--- src/rtl/pipe_fetch_ctrl.sv ---
// Fetch-side sequencing for the 5-stage pipeline: PC/IF-ID write enables, bubble
// injection for load-use, branch/jump redirects, boot hold and debug halt/drain.
//
// state  | meaning
// BOOT   | PC held while instruction memory is preloaded
// RUN    | normal issue with stall/flush arbitration
// DRAIN  | PC frozen, bubbles pushed into ID until the pipe is empty
// HALTED | pipeline frozen, halt_ack high until halt_req drops
module pipe_fetch_ctrl #(
    parameter int BOOT_CYCLES  = 8,
    parameter int DRAIN_CYCLES = 3,
    parameter int CNT_W        = 16
) (
    input  logic             clk,
    input  logic             rst,
    input  logic [4:0]       fd_rs,
    input  logic [4:0]       fd_rt,
    input  logic             fd_uses_rt,
    input  logic [4:0]       dx_rt,
    input  logic             dx_memread,
    input  logic             br_taken,
    input  logic             jump,
    input  logic             halt_req,
    output logic             pc_we,
    output logic             fd_we,
    output logic             fd_flush,
    output logic             dx_flush,
    output logic             halt_ack,
    output logic [CNT_W-1:0] stall_cnt,
    output logic [CNT_W-1:0] flush_cnt
);

    typedef enum logic [1:0] {
        BOOT   = 2'd0,
        RUN    = 2'd1,
        DRAIN  = 2'd2,
        HALTED = 2'd3
    } state_t;

    state_t     state;
    logic [7:0] boot_cnt;
    logic [3:0] drain_cnt;
    logic       lu;

    // Register 0 is hardwired, so a load targeting it never creates a hazard.
    assign lu = dx_memread && (dx_rt != 5'd0) &&
                ((dx_rt == fd_rs) || (fd_uses_rt && (dx_rt == fd_rt)));

    always_comb begin
        pc_we    = 1'b0;
        fd_we    = 1'b0;
        fd_flush = 1'b0;
        dx_flush = 1'b0;
        case (state)
            BOOT: begin
                fd_flush = 1'b1;
                dx_flush = 1'b1;
            end
            RUN: begin
                if (br_taken) begin
                    pc_we    = 1'b1;
                    fd_we    = 1'b1;
                    fd_flush = 1'b1;
                    dx_flush = 1'b1;
                end else if (lu) begin
                    dx_flush = 1'b1;
                end else if (jump) begin
                    pc_we    = 1'b1;
                    fd_we    = 1'b1;
                    fd_flush = 1'b1;
                end else begin
                    pc_we = 1'b1;
                    fd_we = 1'b1;
                end
            end
            DRAIN: begin
                fd_we    = 1'b1;
                fd_flush = 1'b1;
                if (br_taken) begin
                    pc_we    = 1'b1;
                    dx_flush = 1'b1;
                end
            end
            default: ;
        endcase
    end

    always_ff @(posedge clk or negedge rst) begin
        if (!rst) begin
            state     <= BOOT;
            boot_cnt  <= 8'd0;
            drain_cnt <= 4'd0;
            halt_ack  <= 1'b0;
            stall_cnt <= '0;
            flush_cnt <= '0;
        end else begin
            case (state)
                BOOT: begin
                    if (boot_cnt == 8'(BOOT_CYCLES - 1)) begin
                        state <= RUN;
                    end else begin
                        boot_cnt <= boot_cnt + 8'd1;
                    end
                end
                RUN: begin
                    if (br_taken || (!lu && jump)) begin
                        if (flush_cnt != '1) flush_cnt <= flush_cnt + CNT_W'(1);
                    end else if (lu) begin
                        if (stall_cnt != '1) stall_cnt <= stall_cnt + CNT_W'(1);
                    end else if (halt_req) begin
                        state     <= DRAIN;
                        drain_cnt <= 4'd0;
                    end
                end
                DRAIN: begin
                    // A late branch refills the front end, so the drain starts over.
                    if (br_taken) begin
                        drain_cnt <= 4'd0;
                        if (flush_cnt != '1) flush_cnt <= flush_cnt + CNT_W'(1);
                    end else if (drain_cnt == 4'(DRAIN_CYCLES - 1)) begin
                        state    <= HALTED;
                        halt_ack <= 1'b1;
                    end else begin
                        drain_cnt <= drain_cnt + 4'd1;
                    end
                end
                HALTED: begin
                    if (!halt_req) begin
                        state    <= RUN;
                        halt_ack <= 1'b0;
                    end
                end
                default: state <= BOOT;
            endcase
        end
    end

endmodule

--- config.mk ---
export PLATFORM = sky130hd
export DESIGN_NAME = pipe_fetch_ctrl
export DESIGN_NICKNAME = d
export VERILOG_FILES = /design/src/rtl/pipe_fetch_ctrl.sv
export SDC_FILE = /design/constraint.sdc
export NUM_CORES = 1
export LEC_CHECK = 0
export BUFFER_PORTS_ARGS = -buffer_cell sky130_fd_sc_hd__buf_2
export CELL_PAD_IN_SITES_DETAIL_PLACEMENT = 0
export CELL_PAD_IN_SITES_GLOBAL_PLACEMENT = 2
export CORE_ASPECT_RATIO = 0.7
export CORE_MARGIN = 1.5
export CORE_UTILIZATION = 37
export DETAILED_ROUTE_END_ITERATION = 8
export PLACE_DENSITY_LB_ADDON = 0.12
export REMOVE_ABC_BUFFERS = 1
export SKIP_LAST_GASP = 1
export SLEW_MARGIN = 20
export SYNTH_ARGS = -nofsm -noshare
export SYNTH_HDL_FRONTEND = slang
export SYNTH_SLANG_ARGS = --single-unit
--- constraint.sdc ---
create_clock -name clk -period 3.65 [get_ports clk]
set_input_delay 0.1825 -clock clk [delete_from_list [all_inputs] [get_ports clk]]
set_output_delay 0.1825 -clock clk [all_outputs]
set_load 0.02 [all_outputs]
==> results.md, run 1 <==
* Yosys Warn Count at 0
* Gpl congestion at 0.768
* Routed WL per cell at 14.1 um
* # setup viols final at 0
* DR vias at 2094
* Die X-Extent at 106 um
* Hpwl dp at 4.31 mm
* Crit-path slowest cell: dfrtp_1
* Die ar. at 7990 um^2
* H-tree Lvls at 2
* Worst-margin pin slew at 0.594 ns
* Grt total ovfl at 0
* Die H at 75.3 um
* Maximum vdd drop at 296 uV
* DRC viols at 0
* Clk_lat worst skew at 0.30 ns
* Post-route cell area at 3270 um^2
* CP max stage delay at 0.44 ns
* Critical path, cell by cell: ha_1, and2_1, and3_1, a31oi_1, buf_4, nand4b_1, nor3_2, xor2_1
* DP Worst Slack at 1.41 ns
* RSZ-0062 raised after global routing: false
* Nets at 347
* Ant diodes at 0
* Post-synth ARST share at 1.00
* Reg2reg end: stall_cnt[15]$_DFFE_PN0P_
* Pin count of the biggest net entering global routing at 48
* Cells after DPL at 406
* Layout area overhead at 18.3%
* Post-CTS setup buffer count at 0
* Area contributors post-synth: dfrtp_1 (43%), xor2_1 (8.9%), xnor2_1 (5.7%), ha_1 (4.1%), nand4_1 (2.7%)
* Status: finished, final reports clean
* Iter 0 DRT Violations at 94
* Initial Utilization at 0.380
* Max-capacitance violation count at 0
* Initial antenna violation count at 0
* Final setup margin at 1.42 ns
* IO Port Bufs at 58
* Top cell type's share of synthesized area at 0.426
* Synth Flop Type: dfrtp_1
* Worst-path clk slew at 0.09 ns
* Post-synthesis sequential area ratio at 0.426
* CP arrival at 2.44 ns
* Setup crit start: stall_cnt[0]$_DFFE_PN0P_
* Clk_skew at 0.00782 ns
* Slew Limit Fails at 0
* Overall Global Routing Usage at 0.155
* Core area at 7250 um^2
* Worst setup path end: stall_cnt[15]$_DFFE_PN0P_
* Finished Core Util at 0.450
* Reg2reg setup slack at 1.42 ns
* CTS max path bufs at 2
* I/O pin cnt at 59
* First-pass GRT wire length at 9.65 mm
* CTS tree: built
* Max FO, Critical Path at 11
* CTS Buf Count at 5
* Non-Filler Instances at 415
* # clock sinks at 47
* Static Leak at 1.63 nW
* CP Class: reg2reg
* R2r startpoint: stall_cnt[0]$_DFFE_PN0P_
* Share of cells above drive strength 1 at 0.290
* Post-synthesis cell count at 253
* Slew headroom at 0.604
* Cell Pwr Density at 530 nW/um^2
* DR vias/cell at 5.05
* Vias in the first global route at 1927
* Tmin final at 2.23 ns
* #FFs+latches synth at 47
* Synth area leader: dfrtp_1
* Critical Path RT at 3.87 ns
* Total Wirelength at 5.86 mm
* Row cnt at 26
* Library cells used by synthesis at 56
* Syn Area/Cell at 10.9 um^2
* Hold Violations, Final at 0
* HP Class: in2reg
* Cells on worst reg2reg path at 8
* CP endpoint kind: register
* Worst setup SP type: register
* Max Fclk at 449 MHz
* Root Buffer Master: clkbuf_8
* Placed Area at 3160 um^2
* Crit share post-route at 0.611
* Synth Cell Area at 2760 um^2
* Drt first pass iters at 4
* Antenna viol nets, final at 0
* Setup TNS at 0 ns
* Post-synth EDFFs at 0
[metal layers]
metal / GRT usage / share of wire
met1: 0.236 / 0.54
met2: 0.221 / 0.42
met3: 0.0346 / 0.036
met4: 0.0405 / 0.0075
met5: 0 / 0
[cell families after synthesis]
| group | share of synthesized area |
|---|---|
| mux | 0.0240 |
| buf+inv | 0.0231 |
| flops | 0.426 |
| xor+xnor | 0.146 |
| fa+ha+maj | 0.0408 |
| compound gates | 0.0821 |
| simple gates | 0.258 |
[registers in the layout, summed over array words and instances (netlist names)]
register,flops
state,2
stall_cnt,16
boot_cnt,8
drain_cnt,4
halt_ack,1
flush_cnt,16
[cell type report]
| cell class | instances | area, um^2 |
|---|---|---|
| clock inverter | 1 | 8.76 |
| inverter | 7 | 26.3 |
| sequential | 47 | 1180 |
| timing repair buffer | 62 | 325 |
| multi-input combinational | 193 | 1520 |
| fill | 710 | 3990 |
| clock buffer | 7 | 86.3 |
| tap | 98 | 123 |
[critical path: cells and delay by family, from the launching register on]
family,cells,cell delay [ns]
and+or+nand+nor,4,0.93
DFF,1,0.44
adders and majority gates,1,0.23
buffers and inverters,1,0.20
AOI/OAI and AO/OA,1,0.17
xor gates and xnor gates,1,0.17
[cells in the final DEF (no fill, tap or decap), types with 2 or more instances in the layout]
| cell type | synthesis | routed |
|---|---|---|
| clkbuf_8 | 0 | 6 |
| nor4_2 | 4 | 4 |
| nor2_1 | 10 | 10 |
| o21bai_1 | 2 | 2 |
| mux2_1 | 4 | 4 |
| and3_1 | 10 | 10 |
| xor2_1 | 28 | 28 |
| nand3_1 | 12 | 12 |
| o21a_1 | 4 | 4 |
| nand2_1 | 17 | 17 |
| dfrtp_1 | 47 | 47 |
| and2_1 | 4 | 4 |
| or4_1 | 2 | 2 |
| nor3_2 | 6 | 6 |
| nor3_1 | 3 | 3 |
| a21oi_1 | 3 | 3 |
| buf_2 | 3 | 57 |
| xnor2_1 | 18 | 18 |
| buf_4 | 1 | 4 |
| nand4_1 | 12 | 12 |
| and4_1 | 2 | 2 |
| nand2b_1 | 4 | 4 |
| inv_1 | 7 | 7 |
| nor4b_2 | 3 | 3 |
| o21ai_0 | 5 | 5 |
| o31ai_1 | 2 | 2 |
| ha_1 | 9 | 9 |
| nand4b_1 | 2 | 2 |
[timing repair]
| item | in CTS | in global routing |
|---|---|---|
| endpoints found under the hold margin | 0 | 47 |
| resized for setup | 0 | 0 |
| setup endpoints to repair | 0 | 0 |
| hold buffers | 0 | 1 |
[worst min path at each step]
stage / from / to / slack, ns / cells after the start
global placement: rst / stall_cnt[9]$_DFFE_PN0P_ / 0.43 / 1
CTS: rst / flush_cnt[7]$_DFFE_PN0P_ / 0.11 / 1
floorplan: rst / boot_cnt[0]$_DFFE_PN0P_ / -0.11 / 0
finish: halt_req / halt_ack$_DFFE_PN0P_ / 0.25 / 3
global route: halt_req / halt_ack$_DFFE_PN0P_ / 0.25 / 3
detailed placement: rst / stall_cnt[10]$_DFFE_PN0P_ / 0.45 / 1
[cell usage after synthesis (4+ instances only)]
library cell   n
xnor2_1       18
dfrtp_1       47
nand2_1       17
o21a_1         4
nand4_1       12
o21ai_0        5
ha_1           9
xor2_1        28
nor2_1        10
nor3_2         6
nor4_2         4
inv_1          7
nand2b_1       4
mux2_1         4
nand3_1       12
and3_1        10
and2_1         4
[report_power, final]
group	internal [W]	total [W]	leakage, nW	switching, W
sequential	0.000596	0.000676	0.634	0.0000804
combinational	0.000291	0.000721	0.953	0.000431
clock	0.000156	0.000334	0.0484	0.000178
total	0.00104	0.00173	1.63	0.000689
[metrics by stage]
step	hold WS, ns	power [W]
final	0.252	0.00173
after global placement	0.434	0.00141
after CTS	0.110	0.00175
after floorplan	-0.113	0.00118
after detailed placement	0.446	0.00141
after global routing	0.249	0.00187
Power figures use the tool's default switching activity.
==> run 2: changes to the inputs <==
--- a/config.mk
+++ b/config.mk
@@ -10,7 +10,7 @@
 export CELL_PAD_IN_SITES_GLOBAL_PLACEMENT = 2
 export CORE_ASPECT_RATIO = 0.7
 export CORE_MARGIN = 1.5
-export CORE_UTILIZATION = 37
+export CORE_UTILIZATION = 35
 export DETAILED_ROUTE_END_ITERATION = 8
 export PLACE_DENSITY_LB_ADDON = 0.12
 export REMOVE_ABC_BUFFERS = 1
==> constraint.sdc (replaced) <==
create_clock -name clk -period 2.1 [get_ports clk]
set_input_delay 0.105 -clock clk [delete_from_list [all_inputs] [get_ports clk]]
set_output_delay 0.105 -clock clk [all_outputs]
set_load 0.02 [all_outputs]
==> results.md, run 2 (synthesis results as in run 1) <==
* Root Buffer Master: clkbuf_16
* Critical Path RT at 2.26 ns
* Logic pwr share at 0.441
* CTS tree: built
* Clk_skew at 0.00631 ns
* I/O pin cnt at 59
* Total Wirelength at 6.42 mm
* Hold Path Cell Cnt at 3
* Overall Global Routing Usage at 0.164
* Critical path, cell by cell: inv_2, ha_1, or3b_4, nand2b_4, a221o_1, a21oi_2, mux2_1
* CP max stage delay at 0.40 ns
* Tmin final at 2.04 ns
* Crit-path slowest cell: dfrtp_1
* Net Switching at 0.00130 W
* Non-Filler Instances at 443
* Nets at 376
* CP Buf/Inv Count at 1
* Core area at 7480 um^2
* Layout area overhead at 31.1%
* Sw Share at 0.360
* Cells after DPL at 431
* Reg2reg end: state[1]$_DFFE_PN0P_
* R2r startpoint: drain_cnt[0]$_DFFE_PN0P_
* # setup viols final at 0
* Worst-margin pin slew at 0.827 ns
* Antenna viol nets, final at 0
* First-pass GRT wire length at 10.8 mm
* Commonest non-fill, non-tap cell in the layout: buf_2
* Min Hold Slack at 0.175 ns
* Internal cell power at 0.00231 W
* Share of cells above drive strength 1 at 0.380
* Cells on worst reg2reg path at 7
* CP top delay family: simple AND/OR/NAND/NOR gates
* Top Registers: flush_cnt: 16 flops, stall_cnt: 16 flops, boot_cnt: 8 flops
* CP endpoint kind: register
* Hold Path End: halt_ack$_DFFE_PN0P_
* Grt total ovfl at 0
* Ant diodes at 0
* Cell Pwr Density at 998 nW/um^2
* Setup TNS at 0 ns
* Worst setup SP type: register
* CP arrival at 2.20 ns
* Drt first pass iters at 4
* Hold Violations, Final at 0
* Vias in the first global route at 2091
* Gpl congestion at 0.774
* Status: finished, final reports clean
* Slew headroom at 0.449
* Slew Limit Fails at 0
* Worst hold path startpoint: halt_req
* HP Class: in2reg
* Row cnt at 26
* Worst-path clk slew at 0.06 ns
* DRC viols at 0
* Clock Power Share at 0.244
* CTS Buf Count at 5
* Maximum vdd drop at 453 uV
* CP Class: reg2reg
* Static Leak at 1.83 nW
* Die H at 77.3 um
* RSZ-0062 raised after global routing: true
* Most frequent cells in the layout: buf_2 (58), dfrtp_1 (47), buf_4 (29)
* DR vias/cell at 4.97
* Crit share post-route at 0.971
* Routed WL per cell at 14.5 um
* Hpwl dp at 4.81 mm
* IO Port Bufs at 58
* Initial antenna violation count at 0
* Iter 0 DRT Violations at 62
* Max FO, Critical Path at 4
* Fillers at 718
* Die X-Extent at 109 um
* Reg2reg setup slack at 0.06 ns
* Initial Utilization at 0.369
* DR vias at 2203
* Max Fclk at 490 MHz
* Seq pwr share at 0.315
* Clk_lat worst skew at 0.28 ns
* Max-capacitance violation count at 0
* # clock sinks at 47
* Die ar. at 8440 um^2
* H-tree Lvls at 2
* Pin count of the biggest net entering global routing at 36
* CTS max path bufs at 2
-- run 2: cell count changes in the layout (fill, tap and decap cells not counted), sizes merged --
cell	previous run	this run
clkbuf	7	6
buf	61	90
bufinv	0	1
clkinv	1	0
-- run 2: tightest hold or removal path: cells and delay by family --
family	cells	cell delay, ns
AOI/OAI and AO/OA	1	0.11
buffers and inverters	1	0.11
and+or+nand+nor	1	0.10
-- run 2: layer usage --
| layer | global-route usage | wire length [um] | share of wire | up-vias |
|---|---|---|---|---|
| li1 | - | - | - | 1096 |
| met1 | 0.263 | 3470 | 0.54 | 1062 |
| met2 | 0.219 | 2590 | 0.40 | 41 |
| met3 | 0.0357 | 323 | 0.050 | 4 |
| met4 | 0.0316 | 38 | 0.0059 | 0 |
| met5 | 0 | 0 | 0 | - |
-- run 2: worst max-delay path by stage --
stage                                   startpoint                        end  slack, ns  cells past startpoint
after floorplan           stall_cnt[0]$_DFFE_PN0P_  stall_cnt[11]$_DFFE_PN0P_      -0.31                      7
after global placement    drain_cnt[0]$_DFFE_PN0P_       state[1]$_DFFE_PN0P_       0.03                      7
after detailed placement  drain_cnt[0]$_DFFE_PN0P_   drain_cnt[1]$_DFFE_PN0P_      -0.01                      7
after CTS                 drain_cnt[0]$_DFFE_PN0P_   drain_cnt[1]$_DFFE_PN0P_       0.02                      7
after global routing      stall_cnt[1]$_DFFE_PN0P_   stall_cnt[9]$_DFFE_PN0P_      -0.06                      7
final                     drain_cnt[0]$_DFFE_PN0P_       state[1]$_DFFE_PN0P_       0.06                      7
-- run 2: per-stage QoR --
step	area, um^2	setup WS (ns)	utilization	total power (W)
6_report	3620	0.0603	0.483	0.00361
5_1_grt	3620	-0.0577	0.483	0.00386
4_1_cts	3540	0.0161	0.473	0.00356
3_5_place_dp	3370	-0.0127	0.451	0.00266
3_3_place_gp	3370	0.0265	0.451	0.00267
2_1_floorplan	2720	-0.307	-	0.00204
-- run 2: repair_timing --
item,CTS,global route
pin swaps,0,5
buffers inserted,0,4
endpoints found under the setup margin,2,18
hold endpoints to repair,33,0
hold buffers,1,0
gates resized for setup,1,12
cloned,0,0
-- run 2: power by group through the flow --
stage	combinational, W	clock (W)	sequential (W)
3_3_place_gp	0.00152	0	0.00115
2_1_floorplan	0.000786	0	0.00126
4_1_cts	0.00152	0.000906	0.00114
5_1_grt	0.00175	0.000943	0.00116
6_report	0.00159	0.000881	0.00114
3_5_place_dp	0.00151	0	0.00116
-- run 2: layout make-up --
| type | count | area [um^2] | area share |
|---|---|---|---|
| sequential | 47 | 1180 | 0.325 |
| clock inverter | 1 | 30.0 | 0.00830 |
| inverter | 7 | 26.3 | 0.00726 |
| clock buffer | 6 | 129 | 0.0356 |
| tap | 98 | 123 | 0.0339 |
| timing repair buffer | 91 | 569 | 0.157 |
| multi-input combinational | 193 | 1560 | 0.432 |
